===== config.mk =====
export PLATFORM = sky130hd
export DESIGN_NAME = ysyx_23060332_wbu
export DESIGN_NICKNAME = d
export VERILOG_FILES = /design/src/rtl/ysyx_23060332_wbu_pkg.sv /design/src/rtl/ysyx_23060332_load_ext.sv /design/src/rtl/ysyx_23060332_wbu.sv
export SDC_FILE = /design/constraint.sdc
export NUM_CORES = 1
export LEC_CHECK = 0
export CORE_ASPECT_RATIO = 0.9
export CORE_MARGIN = 5
export CORE_UTILIZATION = 48
export DETAILED_ROUTE_END_ITERATION = 7
export GPL_TIMING_DRIVEN = 0
export PLACE_DENSITY = 0.87
export SETUP_SLACK_MARGIN = 0.02
export SLEW_MARGIN = 10
export SYNTH_ARGS = -nofsm -noshare
export SYNTH_HDL_FRONTEND = slang
export SYNTH_HIERARCHICAL = 1
export SYNTH_SLANG_ARGS = --single-unit

===== constraint.sdc =====
create_clock -name clk -period 5.1 [get_ports clk]
set_input_delay 1.275 -clock clk [delete_from_list [all_inputs] [get_ports clk]]
set_output_delay 1.275 -clock clk [all_outputs]
set_load 0.01 [all_outputs]

===== src/rtl/ysyx_23060332_wbu_pkg.sv =====
// Shared definitions for the writeback unit: bus widths, load funct3 codes, FSM states.
package ysyx_23060332_wbu_pkg;

  localparam int REG_ADDR_W = 5;
  localparam int REG_DATA_W = 32;

  localparam logic [2:0] F3_LB  = 3'b000;
  localparam logic [2:0] F3_LH  = 3'b001;
  localparam logic [2:0] F3_LW  = 3'b010;
  localparam logic [2:0] F3_LBU = 3'b100;
  localparam logic [2:0] F3_LHU = 3'b101;

  typedef enum logic {
    ST_IDLE     = 1'b0,
    ST_WAIT_LSU = 1'b1
  } wbu_state_e;

endpackage


===== src/rtl/ysyx_23060332_load_ext.sv =====
// Combinational load alignment: shifts the word-aligned LSU data by the byte offset,
// then sign/zero extends according to funct3 and flags misaligned or unknown encodings.
module ysyx_23060332_load_ext
  import ysyx_23060332_wbu_pkg::*;
#(
  parameter int DATA_W = REG_DATA_W
) (
  input  logic [DATA_W-1:0] rdata,
  input  logic [1:0]        off,
  input  logic [2:0]        funct3,
  output logic [DATA_W-1:0] ext_data,
  output logic              illegal
);

  logic [DATA_W-1:0] shifted;

  assign shifted = rdata >> {off, 3'b000};

  always_comb begin
    ext_data = '0;
    illegal  = 1'b0;
    case (funct3)
      F3_LB:  ext_data = {{(DATA_W-8){shifted[7]}}, shifted[7:0]};
      F3_LBU: ext_data = {{(DATA_W-8){1'b0}}, shifted[7:0]};
      F3_LH: begin
        ext_data = {{(DATA_W-16){shifted[15]}}, shifted[15:0]};
        illegal  = off[0];
      end
      F3_LHU: begin
        ext_data = {{(DATA_W-16){1'b0}}, shifted[15:0]};
        illegal  = off[0];
      end
      F3_LW: begin
        ext_data = rdata;
        illegal  = (off != 2'b00);
      end
      default: illegal = 1'b1;
    endcase
  end

endmodule


===== src/rtl/ysyx_23060332_wbu.sv =====
// Writeback unit: accepts EXU results, waits for LSU data on loads, and issues one
// registered register-file write per instruction while reporting the pending destination.
module ysyx_23060332_wbu
  import ysyx_23060332_wbu_pkg::*;
#(
  parameter int DATA_W = REG_DATA_W,
  parameter int ADDR_W = REG_ADDR_W
) (
  input  logic              clk,
  input  logic              rst,
  input  logic              exu_valid,
  output logic              exu_ready,
  input  logic [ADDR_W-1:0] exu_rd,
  input  logic [DATA_W-1:0] exu_result,
  input  logic              exu_is_load,
  input  logic [2:0]        exu_funct3,
  input  logic              lsu_rvalid,
  input  logic [DATA_W-1:0] lsu_rdata,
  input  logic              lsu_rerr,
  output logic [ADDR_W-1:0] waddr,
  output logic [DATA_W-1:0] wdata,
  output logic              reg_wen,
  output logic              pend_valid,
  output logic [ADDR_W-1:0] pend_rd,
  output logic              retire,
  output logic              load_err
);

  wbu_state_e        state;
  logic [ADDR_W-1:0] ld_rd;
  logic [2:0]        ld_funct3;
  logic [1:0]        ld_off;
  logic [DATA_W-1:0] ext_data;
  logic              ext_illegal;
  logic              waiting;

  ysyx_23060332_load_ext #(
    .DATA_W (DATA_W)
  ) u_load_ext (
    .rdata    (lsu_rdata),
    .off      (ld_off),
    .funct3   (ld_funct3),
    .ext_data (ext_data),
    .illegal  (ext_illegal)
  );

  assign waiting    = (state == ST_WAIT_LSU);
  assign exu_ready  = (state == ST_IDLE) && !rst;
  // A load to x0 never writes, so it is not a hazard for the IDU.
  assign pend_valid = (waiting && (ld_rd != '0)) || reg_wen;
  assign pend_rd    = !pend_valid ? '0 : (waiting ? ld_rd : waddr);

  always_ff @(posedge clk or posedge rst) begin
    if (rst) begin
      state     <= ST_IDLE;
      ld_rd     <= '0;
      ld_funct3 <= '0;
      ld_off    <= '0;
      waddr     <= '0;
      wdata     <= '0;
      reg_wen   <= 1'b0;
      retire    <= 1'b0;
      load_err  <= 1'b0;
    end else begin
      reg_wen  <= 1'b0;
      retire   <= 1'b0;
      load_err <= 1'b0;
      case (state)
        ST_IDLE: begin
          if (exu_valid) begin
            if (exu_is_load) begin
              ld_rd     <= exu_rd;
              ld_funct3 <= exu_funct3;
              ld_off    <= exu_result[1:0];
              state     <= ST_WAIT_LSU;
            end else begin
              retire <= 1'b1;
              if (exu_rd != '0) begin
                reg_wen <= 1'b1;
                waddr   <= exu_rd;
                wdata   <= exu_result;
              end
            end
          end
        end
        ST_WAIT_LSU: begin
          if (lsu_rvalid) begin
            state  <= ST_IDLE;
            retire <= 1'b1;
            if (!ext_illegal && !lsu_rerr) begin
              if (ld_rd != '0) begin
                reg_wen <= 1'b1;
                waddr   <= ld_rd;
                wdata   <= ext_data;
              end
            end else begin
              load_err <= 1'b1;
            end
          end
        end
        default: state <= ST_IDLE;
      endcase
    end
  end

endmodule


# After elaboration in Yosys (flattened, before gate mapping)
# Index checks and enable logic that the tools add are counted.
[word_totals] input_bits=78 n_memories=0 latch_bits=0 ff_bits=51 ram_bits=0 mem_bits_ro=0
[op_classes] n_mux=36 n_reduce_logical=15 bitwise=1 eq_ne=10 div_mod_pow=0 shifts=1 n_lt_le_gt_ge=0 n_mul=0 n_addsub=0
[ops] op="32-bit two-way mux" n=6
[ops] op="32-bit case mux with 5 select lines" n=1
[ops] op="32-bit case mux with 2 select lines" n=1
[ops] op="5-bit two-way mux" n=8
[ops] op="32-bit by 5-bit >> shifter with 16-bit output" n=1
[ops] op="1-bit two-way mux" n=15
[ops] op="5-bit case mux with 2 select lines" n=1
[ops] op="5-bit nonzero test" n=2
[ops] op="3-bit == test (second input constant)" n=2
[ops] op="2-bit by 1-bit != test with 1-bit output (second input constant)" n=3
[ops] op="2-bit != test (second input constant)" n=3
[ops] op="1-bit case mux with 2 select lines" n=3
[ops] op="6-bit AND reduction" n=1
[ops] op="2-bit OR reduction" n=2
[ops] op="3-bit by 1-bit == test with 1-bit output (second input constant)" n=1
[ops] op="3-bit by 2-bit == test with 1-bit output (second input constant)" n=1
[ops] op="1-bit logical AND" n=3
[ops] op="1-bit zero test" n=3
[ops] op="3-bit zero test" n=1
[ops] op="1-bit case mux with 3 select lines" n=1
[ops] op="3-bit AND reduction" n=1
[ops] op="2-bit nonzero test" n=1
[ops] op="1-bit logical OR" n=1
[ops] op="1-bit inverter" n=1

# Depth between registers and ports, before layout
[depth] ltp_word=8 ltp_mapped=11

# Modules after synthesis
# Netlist, hierarchy kept.
[by_module_without_submodules] mod="ysyx_23060332_wbu" seq_area_each_um2=1276.2 cells_per_inst=169 area_each_um2=2526.2 n_inst=1
[by_module_without_submodules] mod="ysyx_23060332_load_ext" seq_area_each_um2=0.0 cells_per_inst=105 area_each_um2=706.9 n_inst=1

# Worst setup path before layout
# Ideal clock, no wire load.
[synth_timing] path_kind="input port to flip-flop" start="in lsu_rdata[23]" end="reg wdata[16]" arrival_ns=2.598 required_time_ns=4.975 cell_stages=7 setup_ns=0.125 path_buffers=1 setup_slack_ns=2.377 path_cell_list="mux2_2 a22oi_2 nand2_2 buf_6 a21o_1 mux2_2 mux2_4"
[synth_between] elab_chain_cells=6
[synth_lines] element="start, declared" line="ysyx_23060332_wbu.sv:18" rtl="input logic [DATA_W-1:0] lsu_rdata,"
[synth_lines] element="32-bit by 5-bit >> shifter with 16-bit output" line="ysyx_23060332_load_ext.sv:17" rtl="assign shifted = rdata >> {off, 3'b000};"
[synth_lines] element="32-bit case mux with 5 select lines" line="ysyx_23060332_load_ext.sv:22" rtl="case (funct3)"
[synth_lines] element="named net ext_data[16]" line="ysyx_23060332_wbu.sv:33" rtl="logic [DATA_W-1:0] ext_data;"
[synth_lines] element="32-bit two-way mux" line="ysyx_23060332_wbu.sv:91" rtl="if (ld_rd != '0) begin"
[synth_lines] element="32-bit two-way mux" line="ysyx_23060332_wbu.sv:90" rtl="if (!ext_illegal && !lsu_rerr) begin"
[synth_lines] element="32-bit two-way mux" line="ysyx_23060332_wbu.sv:87" rtl="if (lsu_rvalid) begin"
[synth_lines] element="32-bit case mux with 2 select lines" line="ysyx_23060332_wbu.sv:68" rtl="case (state)"
[synth_lines] element="end signal, assigned" line="ysyx_23060332_wbu.sv:81" rtl="wdata <= exu_result;"
[synth_lines] element="end signal, assigned" line="ysyx_23060332_wbu.sv:94" rtl="wdata <= ext_data;"
[synth_lines] element="end, declared" line="ysyx_23060332_wbu.sv:21" rtl="output logic [DATA_W-1:0] wdata,"
# The timed path passes the listed nets, and every way through them passes these cells. The select of a mux whose other input is x is not followed.
# A chain may end at the register's enable or synchronous reset.

# Worst setup path after layout
[layout_timing] start="reg state" end="out pend_rd[3]"
[layout_between] elab_chain_cells=3 word_cells_on_any_way=4
[layout_lines] element="start, declared" line="ysyx_23060332_wbu.sv:29" rtl="wbu_state_e state;"
[layout_lines] element="start signal, assigned" line="ysyx_23060332_wbu.sv:55" rtl="state <= ST_IDLE;"
[layout_lines] element="start signal, assigned" line="ysyx_23060332_wbu.sv:75" rtl="state <= ST_WAIT_LSU;"
[layout_lines] element="start signal, assigned" line="ysyx_23060332_wbu.sv:88" rtl="state <= ST_IDLE;"
[layout_lines] element="1-bit logical AND" line="ysyx_23060332_wbu.sv:50" rtl="assign pend_valid = (waiting && (ld_rd != '0)) || reg_wen;"
[layout_lines] element="1-bit logical OR" line="ysyx_23060332_wbu.sv:50"
[layout_lines] element="5-bit two-way mux *" line="ysyx_23060332_wbu.sv:51" rtl="assign pend_rd = !pend_valid ? '0 : (waiting ? ld_rd : waddr);"
[layout_lines] element="end, declared" line="ysyx_23060332_wbu.sv:24" rtl="output logic [ADDR_W-1:0] pend_rd,"
# Mark *: on every way between the ends. The rest lies on a longest branch, timed or not.

==> results.py <==
metrics = {
    "outcome": {
        "run_status": "complete, no violations",
    },
    "critical_path": {
        "worstReg2RegStart": "ld_off[0]$_DFFE_PP0P_",
        "reg2reg_path_depth": 11,
        "rrSetupSlack_ns": 2.48,
        "arrival_time_at_the_worst_endpoint_ns": 2.42,
        "reg2reg_to": "wdata[18]$_DFFE_PP0P_",
        "timing.critical_path.from_type": "flip-flop",
        "endpoint_kind": "primary output",
        "crit_required_ns": 3.83,
        "worst-path-max-fanout": 10,
        "worstSetupPathType": "reg -> out",
    },
    "power": {
        "total_leakage_power_nw": 2.11,
        "power.internal_mw": 1.27,
        "seqPwrFrac_pct": 34.3,
        "fin_total_pwr_mw": 1.87,
        "pd_cells_nw_per_um2": 397,
        "max-vdd-ir-drop_v": 0.000222,
        "p_sw_share_pct": 31.8,
        "p_comb_share_pct": 50.9,
        "power_switching_mw": 0.594,
        "clock_power_share_pct": 14.8,
    },
    "clocking": {
        "cts-root-to-sink-buffers": 2,
        "cts_setup_buffers": 0,
        "h_tree_levels": 2,
        "tritoncts_num_sinks": 51,
        "tritoncts": "yes",
        "num_cts_buffers": 5,
        "cts_hold_buffers": 0,
        "post_cts_resize_count": 0,
        "clkSlewWorstSetupHoldPaths_ns": 0.09,
        "insertion_delay_ns": 0.30,
        "clk_root_buffer_cell": "clkbuf_8",
    },
    "drt": {
        "routed_via_density": 5.46,
        "route.antenna.remaining_nets": 0,
        "route.detailed.wl_per_inst_um": 19.4,
        "drt_wl_total_um": 9610,
        "number_of_optimization_iterations_in_the_first_detailed_route_pass": 4,
        "route.detailed.drc": 0,
        "dr.first_iter.drc_count": 137,
        "dr_total_vias": 2710,
    },
    "synth": {
        "synth_area_um2": 3230,
        "net_count_after_synthesis": 352,
        "synth_ff_type": "dfrtp_1",
        "synth_sequential_area_ratio_pct": 39.5,
        "postSynthAreaPerCell_um2": 11.8,
        "netlist_instances": 274,
        "ys.warnings.count": 6,
        "asyncSetResetFlopFracSynth_pct": 100,
        "synth_edf_count": 0,
        "synthDistinctLibCells": 37,
        "yosys_register_bits": 51,
    },
    "floorplan": {
        "die-height_um": 87.9,
        "starting_density_of_the_core_pct": 49.4,
        "top_level_ports": 125,
        "die_w_um": 96.5,
        "dieArea_um2": 8480,
        "placement_rows": 28,
        "placeableCoreArea_um2": 6550,
    },
    "sta": {
        "timing.fmax_mhz": 270,
        "worst_pin_slew_ns": 1.06,
        "postLayoutSetupSlackWorst_ns": 1.40,
        "finalWorstPathRequiredPeriod_ns": 3.70,
        "drv_slew": 0,
        "final.setup_skew_ns": 0.00624,
        "timing.slew.headroom_pct": 28.9,
        "post-route-period-util_pct": 72.5,
        "totalNegativeSetupSlack_ns": 0,
        "final_hold_viol_count": 0,
        "grt_setup_unrepaired": "no",
        "finish_stage_setup_viols": 0,
    },
    "global_routing": {
        "grt_pass1_wl_um": 15100,
        "grt_util_all_layers_pct": 23.5,
        "routing_usage_on_met1_pct": 30.1,
        "initial_antenna_violation_count": 0,
        "grt_use_met3_pct": 4.81,
        "globalRoute.totalOverflow": 0,
        "first_global_vias": 2948,
        "use_met2_pct": 39.0,
        "pin_count_of_the_biggest_net_entering_global_routing": 31,
        "grt_busiest_layer": "met2",
    },
    "final_layout": {
        "finish.net_count": 484,
        "postLayoutCellArea_um2": 4710,
        "area_growth_syn_to_layout_pct": 45.7,
        "n_antenna_cell": 0,
        "drive_gt1_share_pct": 29.8,
    },
    "placement": {
        "gpl.final_weighted_congestion": 0.881,
        "postPlaceCellArea_um2": 4610,
        "io_buffer_count": 124,
        "place_ws_ns": 1.48,
        "hpwl_um": 7720,
    },
    "worst_hold_path": {
        "end_point_of_the_most_critical_hold_path": "ld_off[0]$_DFFE_PP0P_",
        "hold_path_depth": 1,
        "timing.hold.worst.class": "reg -> reg",
        "worst_hold_startpoint": "ld_off[0]$_DFFE_PP0P_",
    },
    "flow_run": {
        "cap_violations": 0,
    },
}
[cell families (layout without fill, tap and decap cells)]
kind of cell | count (synthesis) | count (layout) | share of synthesized area, %
multiplexers | 93 | 93 | 34.6
AO/OA/AOI/OAI | 55 | 55 | 12.5
flip-flops | 51 | 51 | 39.5
AND/OR/NAND/NOR | 51 | 51 | 8.09
buffers and inverters | 23 | 155 | 5.07
XOR/XNOR | 1 | 1 | 0.271
[power by group through the flow]
| stage | logic [mW] | registers (mW) | clock network [mW] |
|---|---|---|---|
| 6_report | 0.951 | 0.641 | 0.276 |
| 3_5_place_dp | 0.951 | 0.647 | 0 |
| 5_1_grt | 1.01 | 0.664 | 0.295 |
| 4_1_cts | 0.956 | 0.642 | 0.279 |
| 3_3_place_gp | 0.927 | 0.642 | 0 |
| 2_1_floorplan | 0.455 | 0.690 | 0 |
[synthesized netlist by cell type (all sizes together) (2+ instances only)]
cell type  number  area [um^2]
inv             4         15.0
clkbuf          4         15.0
nor2b           4         25.0
a22oi          15          118
dfrtp          51         1280
a31oi           2         12.5
a21o           19          144
buf            15          134
nand3           8         40.0
o211ai          2         15.0
nor4            2         12.5
nand2          18         72.6
mux2           92         1110
o21ai           8         40.0
a22o            6         52.6
nor3b           3         27.5
nor2           11         43.8
[worst max-delay path, stage by stage, from the launching register on]
cell and delay, ns:
dfrtp_1 0.43, buf_2 0.27, buf_1 0.43, nor2b_1 0.20, a22o_1 0.26, clkdlybuf4s50_1 0.52
[metrics by stage]
stage | cells | util, % | hold slack (ns)
finish | 496 | 71.9 | 0.507
detailed placement | 489 | 70.3 | 0.490
floorplan | 274 | - | 0.474
CTS | 496 | 71.9 | 0.512
global placement | 488 | 70.0 | 0.486
global route | 496 | 71.9 | 0.532
[metal layers]
metal	vias to the layer above	part of all wire, %
met5	-	0
met4	0	2.3
met3	16	7.2
met2	108	50
met1	1317	41
li1	1269	-
[sequential cells by signal, indices dropped and copies added, names as in the netlist]
register,flops
state,1
ld_rd,5
reg_wen,1
wdata,32
ld_off,2
waddr,5
retire,1
load_err,1
ld_funct3,3
[layout by cell type, fill, tap and decap left out, drive strengths merged]
cell and instances:
bufinv 1, or4 1, buf 16, nor3b 3, mux2 92, inv 4
dfrtp 51, nor2b 4, clkbuf 10, nand2 18, o21ai 8, nand2b 1
mux2i 1, or3 1, o21bai 1, a21oi 1, clkdlybuf4s50 124, a22oi 15
nor2 11, a31oi 2, nand3 8, nor4 2, or2b 1, o211ai 2
a22o 6, xor2 1, and4bb 1, a21o 19, a221o 1
[worst max path at each step]
| stage | slack [ns] | cells after the start | start | end |
|---|---|---|---|---|
| 4_1_cts | 1.45 | 5 | state$_DFF_PP0_ | pend_rd[3] |
| 2_1_floorplan | 2.38 | 7 | lsu_rdata[23] | wdata[16]$_DFFE_PP0P_ |
| 5_1_grt | 1.31 | 5 | state$_DFF_PP0_ | pend_rd[3] |
| 3_5_place_dp | 1.48 | 3 | rst | exu_ready |
| 6_report | 1.40 | 5 | state$_DFF_PP0_ | pend_rd[3] |
| 3_3_place_gp | 1.50 | 3 | rst | exu_ready |
[area by class of cell]
class,count,area [um^2]
plain buffers,19,149
clock buffers,6,72.6
clock inverters,1,30.0
fillers,466,1840
inverters,4,15.0
multi-input cells,200,1790
flip-flops and latches,51,1280
well taps,90,113
repair buffers,125,1260
No activity file was read; power rests on OpenSTA's default activity.
